$ cat src/rtl/apb_master_bridge_if.sv
// apb_master_bridge_if
//  Bundles the command port, the response port and the APB bus of the
//  upstream APB requester into one interface.
//
//  Request side  : req_valid, req_ready, req_write, req_addr, req_wdata
//  Response side : resp_valid, resp_ready, resp_rdata, resp_err
//  APB side      : PSEL, PENABLE, PWRITE, PADDR, PWDATA, PRDATA, PREADY
//
//  modport master : the bridge's view (drives req_ready, resp_*, APB outputs)
//  modport slave  : the environment's view (command source, response sink, APB slave)

interface apb_master_bridge_if #(
    parameter int ADDR_W = 8,
    parameter int DATA_W = 32
);
    logic              req_valid;
    logic              req_ready;
    logic              req_write;
    logic [ADDR_W-1:0] req_addr;
    logic [DATA_W-1:0] req_wdata;

    logic              resp_valid;
    logic              resp_ready;
    logic [DATA_W-1:0] resp_rdata;
    logic              resp_err;

    logic              PSEL;
    logic              PENABLE;
    logic              PWRITE;
    logic [ADDR_W-1:0] PADDR;
    logic [DATA_W-1:0] PWDATA;
    logic [DATA_W-1:0] PRDATA;
    logic              PREADY;

    modport master (
        input  req_valid, req_write, req_addr, req_wdata,
        output req_ready,
        output resp_valid, resp_rdata, resp_err,
        input  resp_ready,
        output PSEL, PENABLE, PWRITE, PADDR, PWDATA,
        input  PRDATA, PREADY
    );

    modport slave (
        output req_valid, req_write, req_addr, req_wdata,
        input  req_ready,
        input  resp_valid, resp_rdata, resp_err,
        output resp_ready,
        input  PSEL, PENABLE, PWRITE, PADDR, PWDATA,
        output PRDATA, PREADY
    );
endinterface

$ cat src/rtl/apb_master_bridge.sv
// apb_master_bridge
//  Upstream APB requester. Takes one read/write command at a time from a
//  valid/ready request port, runs the APB SETUP/ACCESS sequence, waits for
//  PREADY (or gives up after TIMEOUT stalled ACCESS cycles) and hands the
//  result back on a valid/ready response port.
//
//  Parameters
//   ADDR_W  : APB address width
//   DATA_W  : APB data width
//   TIMEOUT : ACCESS cycles with PREADY low before an error response; 0 waits forever
//
//  Ports
//   PCLK    : clock, rising edge
//   PRESETn : synchronous active-low reset
//   bus     : apb_master_bridge_if.master (request, response and APB signals)

module apb_master_bridge #(
    parameter int ADDR_W  = 8,
    parameter int DATA_W  = 32,
    parameter int TIMEOUT = 16
) (
    input  logic                 PCLK,
    input  logic                 PRESETn,
    apb_master_bridge_if.master  bus
);

    // With TIMEOUT=0 the counter is never consulted, but it still needs a legal width.
    localparam int CNT_W = (TIMEOUT > 0) ? $clog2(TIMEOUT + 1) : 1;
    localparam logic [CNT_W-1:0] TIMEOUT_LAST = (TIMEOUT > 0) ? CNT_W'(TIMEOUT - 1) : '0;

    localparam logic [1:0] IDLE   = 2'd0;
    localparam logic [1:0] SETUP  = 2'd1;
    localparam logic [1:0] ACCESS = 2'd2;
    localparam logic [1:0] RESP   = 2'd3;

    logic [1:0]        state_q,     state_d;
    logic              psel_q,      psel_d;
    logic              penable_q,   penable_d;
    logic              pwrite_q,    pwrite_d;
    logic [ADDR_W-1:0] paddr_q,     paddr_d;
    logic [DATA_W-1:0] pwdata_q,    pwdata_d;
    logic              respValid_q, respValid_d;
    logic [DATA_W-1:0] respRdata_q, respRdata_d;
    logic              respErr_q,   respErr_d;
    logic [CNT_W-1:0]  waitCnt_q,   waitCnt_d;

    logic timeoutHit;

    // The stall counter holds the number of ACCESS cycles already spent with
    // PREADY low, so hitting TIMEOUT-1 while PREADY is still low means this is
    // the TIMEOUT-th stalled cycle.
    assign timeoutHit = (TIMEOUT != 0) && (waitCnt_q == TIMEOUT_LAST);

    // Commands are only taken in IDLE, and never while reset is being applied,
    // even on the first reset cycle before the state register has cleared.
    assign bus.req_ready = PRESETn && (state_q == IDLE);

    assign bus.PSEL       = psel_q;
    assign bus.PENABLE    = penable_q;
    assign bus.PWRITE     = pwrite_q;
    assign bus.PADDR      = paddr_q;
    assign bus.PWDATA     = pwdata_q;
    assign bus.resp_valid = respValid_q;
    assign bus.resp_rdata = respRdata_q;
    assign bus.resp_err   = respErr_q;

    // Next-state logic for the IDLE -> SETUP -> ACCESS -> RESP loop. Every
    // register holds by default, which keeps PADDR/PWRITE/PWDATA stable across
    // the whole transfer and parked afterwards, and keeps resp_* stable in RESP.
    // PREADY is only looked at in ACCESS and takes priority over the timeout.
    always_comb begin
        state_d     = state_q;
        psel_d      = psel_q;
        penable_d   = penable_q;
        pwrite_d    = pwrite_q;
        paddr_d     = paddr_q;
        pwdata_d    = pwdata_q;
        respValid_d = respValid_q;
        respRdata_d = respRdata_q;
        respErr_d   = respErr_q;
        waitCnt_d   = waitCnt_q;

        case (state_q)
            IDLE: begin
                if (bus.req_valid) begin
                    pwrite_d  = bus.req_write;
                    paddr_d   = bus.req_addr;
                    pwdata_d  = bus.req_wdata;
                    psel_d    = 1'b1;
                    penable_d = 1'b0;
                    state_d   = SETUP;
                end
            end
            SETUP: begin
                penable_d = 1'b1;
                waitCnt_d = '0;
                state_d   = ACCESS;
            end
            ACCESS: begin
                if (bus.PREADY) begin
                    respRdata_d = pwrite_q ? '0 : bus.PRDATA;
                    respErr_d   = 1'b0;
                    psel_d      = 1'b0;
                    penable_d   = 1'b0;
                    respValid_d = 1'b1;
                    state_d     = RESP;
                end else if (timeoutHit) begin
                    respRdata_d = '0;
                    respErr_d   = 1'b1;
                    psel_d      = 1'b0;
                    penable_d   = 1'b0;
                    respValid_d = 1'b1;
                    state_d     = RESP;
                end else if (waitCnt_q != {CNT_W{1'b1}}) begin
                    waitCnt_d = waitCnt_q + CNT_W'(1);
                end
            end
            RESP: begin
                if (bus.resp_ready) begin
                    respValid_d = 1'b0;
                    state_d     = IDLE;
                end
            end
            default: begin
                state_d = IDLE;
            end
        endcase
    end

    // All state and every output is registered; reset drops any transfer in
    // flight without producing a response.
    always_ff @(posedge PCLK) begin
        if (!PRESETn) begin
            state_q     <= IDLE;
            psel_q      <= 1'b0;
            penable_q   <= 1'b0;
            pwrite_q    <= 1'b0;
            paddr_q     <= '0;
            pwdata_q    <= '0;
            respValid_q <= 1'b0;
            respRdata_q <= '0;
            respErr_q   <= 1'b0;
            waitCnt_q   <= '0;
        end else begin
            state_q     <= state_d;
            psel_q      <= psel_d;
            penable_q   <= penable_d;
            pwrite_q    <= pwrite_d;
            paddr_q     <= paddr_d;
            pwdata_q    <= pwdata_d;
            respValid_q <= respValid_d;
            respRdata_q <= respRdata_d;
            respErr_q   <= respErr_d;
            waitCnt_q   <= waitCnt_d;
        end
    end

endmodule

$ cat src/flat_wrapper.sv
// flat-port wrapper written by rule: the top's interface ports become plain ports
module apb_master_bridge_flat 
#(
    parameter int ADDR_W  = 8,
    parameter int DATA_W  = 32,
    parameter int TIMEOUT = 16
)
  (PCLK, PRESETn, bus_req_valid, bus_req_write, bus_req_addr, bus_req_wdata, bus_req_ready, bus_resp_valid, bus_resp_rdata, bus_resp_err, bus_resp_ready, bus_PSEL, bus_PENABLE, bus_PWRITE, bus_PADDR, bus_PWDATA, bus_PRDATA, bus_PREADY);
  apb_master_bridge_if #(.ADDR_W(ADDR_W), .DATA_W(DATA_W)) bus_i ();
  input  logic PCLK;
  input  logic PRESETn;
  input wire logic [$bits(bus_i.req_valid)-1:0] bus_req_valid;
  input wire logic [$bits(bus_i.req_write)-1:0] bus_req_write;
  input wire logic [$bits(bus_i.req_addr)-1:0] bus_req_addr;
  input wire logic [$bits(bus_i.req_wdata)-1:0] bus_req_wdata;
  output wire logic [$bits(bus_i.req_ready)-1:0] bus_req_ready;
  output wire logic [$bits(bus_i.resp_valid)-1:0] bus_resp_valid;
  output wire logic [$bits(bus_i.resp_rdata)-1:0] bus_resp_rdata;
  output wire logic [$bits(bus_i.resp_err)-1:0] bus_resp_err;
  input wire logic [$bits(bus_i.resp_ready)-1:0] bus_resp_ready;
  output wire logic [$bits(bus_i.PSEL)-1:0] bus_PSEL;
  output wire logic [$bits(bus_i.PENABLE)-1:0] bus_PENABLE;
  output wire logic [$bits(bus_i.PWRITE)-1:0] bus_PWRITE;
  output wire logic [$bits(bus_i.PADDR)-1:0] bus_PADDR;
  output wire logic [$bits(bus_i.PWDATA)-1:0] bus_PWDATA;
  input wire logic [$bits(bus_i.PRDATA)-1:0] bus_PRDATA;
  input wire logic [$bits(bus_i.PREADY)-1:0] bus_PREADY;
  assign bus_i.req_valid = bus_req_valid;
  assign bus_i.req_write = bus_req_write;
  assign bus_i.req_addr = bus_req_addr;
  assign bus_i.req_wdata = bus_req_wdata;
  assign bus_req_ready = bus_i.req_ready;
  assign bus_resp_valid = bus_i.resp_valid;
  assign bus_resp_rdata = bus_i.resp_rdata;
  assign bus_resp_err = bus_i.resp_err;
  assign bus_i.resp_ready = bus_resp_ready;
  assign bus_PSEL = bus_i.PSEL;
  assign bus_PENABLE = bus_i.PENABLE;
  assign bus_PWRITE = bus_i.PWRITE;
  assign bus_PADDR = bus_i.PADDR;
  assign bus_PWDATA = bus_i.PWDATA;
  assign bus_i.PRDATA = bus_PRDATA;
  assign bus_i.PREADY = bus_PREADY;
  apb_master_bridge #(.ADDR_W(ADDR_W), .DATA_W(DATA_W), .TIMEOUT(TIMEOUT)) u_core (.PCLK(PCLK), .PRESETn(PRESETn), .bus(bus_i));
endmodule
$ cat config.mk
export PLATFORM = sky130hd
export DESIGN_NAME = apb_master_bridge_flat
export DESIGN_NICKNAME = d
export VERILOG_FILES = /design/src/rtl/apb_master_bridge_if.sv /design/src/rtl/apb_master_bridge.sv /design/src/flat_wrapper.sv
export SDC_FILE = /design/constraint.sdc
export NUM_CORES = 1
export LEC_CHECK = 0
export BUFFER_PORTS_ARGS = -buffer_cell sky130_fd_sc_hd__buf_2
export CORE_MARGIN = 1
export CORE_UTILIZATION = 40
export DETAILED_ROUTE_END_ITERATION = 8
export PLACE_DENSITY = 0.82
export SLEW_MARGIN = 20
export SYNTH_ARGS = -nofsm -noshare
export SYNTH_HDL_FRONTEND = slang
export SYNTH_SLANG_ARGS = --single-unit
$ cat constraint.sdc
create_clock -name PCLK -period 1.7 [get_ports PCLK]
set_clock_uncertainty 0.05 [all_clocks]
set_input_delay 0 -clock PCLK [delete_from_list [all_inputs] [get_ports PCLK]]
set_output_delay 0 -clock PCLK [all_outputs]
set_load 0.05 [all_outputs]
==> key figures <==
Setup path
  • Reg2reg end: u_core.bus.resp_rdata[10]$_SDFFE_PN0P_
  • Kind of launch point of the worst setup path: flop
  • R2R setup slack: -120 ps
  • CP arrival: 2040 ps
  • Worst r2r src: u_core.waitCnt_q[1]$_SDFFE_PN0P_
  • Worst-path maximum fanout: 6
  • Setup CP Type: reg -> reg
  • Worst Setup End Kind: flop
  • CP required: 1920 ps
  • Path depth of the worst reg2reg path: 9

Route
  • Residual DRC: 0
  • Initial DRC count: 140
  • Post-route ant nets: 0
  • Pre-Repair DR Iteration Count: 4
  • Vias per cell: 4.95
  • DR vias: 3667
  • WL per Instance: 15.0 um
  • Total Routed Length: 11100 um

Power
  • Sequential share of power: 0.343
  • Power, Total: 0.00695 W
  • Worst vdd rail ir drop: 0.000695 V
  • Power Dens Cells: 1230 nW/um2
  • Int Pwr: 0.00424 W
  • Pleak: 2.53 nW
  • Sw Share: 0.390
  • Clk pwr share: 0.252
  • Logic gate share of total power: 0.406
  • NetSw: 0.00271 W

Clocking
  • CTS tree: done
  • Root Buffer: clkbuf_8
  • Clock sinks: 84
  • Inserted Clock Buffers: 9
  • Worst-path clk slew: 80 ps
  • Clock Latency Late Sink: 360 ps
  • CTS max path bufs: 2
  • H-tree depth: 3

STA
  • Crit share post-route: 1.07
  • Final Setup Violations: 27
  • Final Hold Violating Endpoints: 0
  • Worst Tran Pin Value: 448 ps
  • RSZ-0062 raised after global routing: yes
  • Final min period: 1820 ps
  • Slew margin rel.: 0.701
  • Worst Setup Slack, final: -116 ps
  • Max-slew violation count: 0
  • Max Freq: 551 MHz

Status
  • Outcome: finished, violations left
  • Failing checks: negative setup slack

Placed design
  • Placed cell count: 642
  • Buffers on Ports: 155
  • Routability cong.: 0.772
  • Hpwl dp: 6130 um
  • Setup WS pre-CTS: -136 ps
  • Dpl cell area: 4370 um2

Job
  • Max-Cap Viols: 0

Final layout
  • Share of layout cells above drive strength 1: 0.373
  • Final core utilization: 0.690
  • Antenna cells: 0
  • Non-filler instance count after layout: 741
  • # nets final: 716
  • Syn-to-layout area delta: 66.9%
  • Finished layout cell area: 5670 um2

Global routing
  • GR Util All Layers: 0.233
  • Grt ovf: 0
  • First-pass GRT wire length: 16100 um
  • Number of global-route vias before repair: 3451
  • Largest net degree at the start of global routing: 40
  • Initial antenna violation count: 0

Worst hold path
  • Hold WC Path Type: in -> reg
  • Worst Hold Depth: 4
  • Hold Crit Start: bus_req_valid
  • Worst hold endpoint: u_core.bus.PWRITE$_SDFFE_PN0P_

Logic synthesis
  • Post-Syn Area: 3400 um2
  • Synth top area cells: dfxtp_1, nand2_1, a21boi_0
  • Syn Area/Cell: 8.60 um2
  • Unique masters post-synth: 30
  • Syn nets: 480
  • Leading area contributor after synthesis: dfxtp_1
  • #FFs+latches synth: 84
  • Yosys top cell area share: 0.495
  • Sequential share of the synthesized area: 0.495
  • Yosys warns: 0
  • Syn Inst Count: 395

Floorplan
  • Core area: 8220 um2
  • Row cnt: 33
  • I/O pins: 156
  • Die width: 94.2 um
  • Die area: 8870 um2
  • Initial core utilization: 0.414
  • Die Height: 94.2 um
## sequential cells by signal, summed over array words and instances, names as in the netlist, 2 cells and up
signal                 count
u_core.bus.PADDR           8
u_core.bus.PWDATA         32
u_core.bus.resp_rdata     32
u_core.state_q             2
u_core.waitCnt_q           5
## worst max path at each step
stage / cells past startpoint / slack [ps] / to / start
final: 9 / -120 / u_core.bus.resp_rdata[10]$_SDFFE_PN0P_ / u_core.waitCnt_q[1]$_SDFFE_PN0P_
after floorplan: 6 / 20 / u_core.waitCnt_q[3]$_SDFFE_PN0P_ / u_core.waitCnt_q[0]$_SDFFE_PN0P_
after global placement: 7 / -10 / u_core.waitCnt_q[4]$_SDFFE_PN0P_ / u_core.waitCnt_q[0]$_SDFFE_PN0P_
after global routing: 9 / -190 / u_core.bus.resp_rdata[10]$_SDFFE_PN0P_ / u_core.waitCnt_q[1]$_SDFFE_PN0P_
after CTS: 7 / -30 / u_core.waitCnt_q[0]$_SDFFE_PN0P_ / u_core.waitCnt_q[0]$_SDFFE_PN0P_
after detailed placement: 7 / -140 / u_core.waitCnt_q[4]$_SDFFE_PN0P_ / u_core.waitCnt_q[0]$_SDFFE_PN0P_
## metrics by stage
step | hold slack (ps) | TNS (ps)
5_1_grt | 46.3 | -3510
6_report | 26.0 | -981
3_5_place_dp | 208 | -1020
4_1_cts | 6.77 | -30.7
2_1_floorplan | 94.9 | 0
3_3_place_gp | 200 | -11.9
## final cells by class
cell class,instances,area [um2]
clock buffer,11,141
clock inverter,5,108
timing repair buffer,255,1860
fill,559,2540
tap,105,131
multi-input combinational,277,1740
inverter,4,15.0
sequential,84,1680
## layout by cell type (no fill, tap or decap), types with 3 or more instances in the layout
cell type,count
buf_2,155
nand2_1,110
dfxtp_1,82
dlygate4sd3_1,74
a21boi_0,41
nand3_1,31
a21boi_1,24
buf_4,13
nand2_2,11
a21boi_2,11
clkbuf_8,10
buf_12,6
inv_1,4
nand3b_1,4
mux2i_1,4
buf_6,4
nand2b_1,3
nand3_2,3
nand2_4,3
nor2_1,3
ha_1,3
ha_4,3
bufinv_16,3
## layer usage
| metal | global-route usage | up-vias | part of all wire |
|---|---|---|---|
| li1 | - | 1779 | - |
| met1 | 0.257 | 1714 | 0.38 |
| met2 | 0.435 | 142 | 0.53 |
| met3 | 0.0396 | 32 | 0.048 |
| met4 | 0.0962 | 0 | 0.034 |
| met5 | 0 | - | 0 |
## what timing repair did
item	4_1_cts	5_1_grt
hold buffers	74	0
resized for setup	13	39
pin swaps	3	17
setup endpoints to repair	38	48
buffers inserted	2	4
gates cloned	1	3
hold endpoints to repair	74	0
## cells in the mapped netlist, drive strengths merged
cell and n:
a21boi 76, a21oi 2, and2 2, and3 2, buf 19, clkbuf 11
dfxtp 84, ha 7, inv 4, mux2i 4, nand2 124, nand2b 3
nand3 34, nand3b 4, nand4 1, nor2 3, nor2b 3, nor3 1
nor3b 1, nor4b 1, o21a 2, o21ai 3, o21bai 1, o22ai 1
o31a 1, xor2 1
## power groups by stage
| stage | clock (W) | sequential (W) | combinational [W] |
|---|---|---|---|
| after floorplan | 0 | 0.00321 | 0.000930 |
| after global placement | 0 | 0.00239 | 0.00236 |
| after detailed placement | 0 | 0.00241 | 0.00241 |
| after CTS | 0.00178 | 0.00237 | 0.00262 |
| after global routing | 0.00189 | 0.00241 | 0.00301 |
| final | 0.00175 | 0.00238 | 0.00282 |
## worst max-delay path, stage by stage, from the launching register on
cell and delay, ps:
dfxtp_2 350, ha_4 160, and3_4 200, ha_4 180
buf_6 120, o21ai_4 160, buf_12 150, clkbuf_16 150
nand2_1 80, a21boi_1 150
## cell families after synthesis
| group | synth area share |
|---|---|
| compound gates | 0.186 |
| fa+ha+maj | 0.0258 |
| buf+inv | 0.0486 |
| xor+xnor | 0.00258 |
| flops | 0.495 |
| mux | 0.0118 |
| simple gates | 0.230 |
Note: power is estimated with default switching activity, not from simulation.
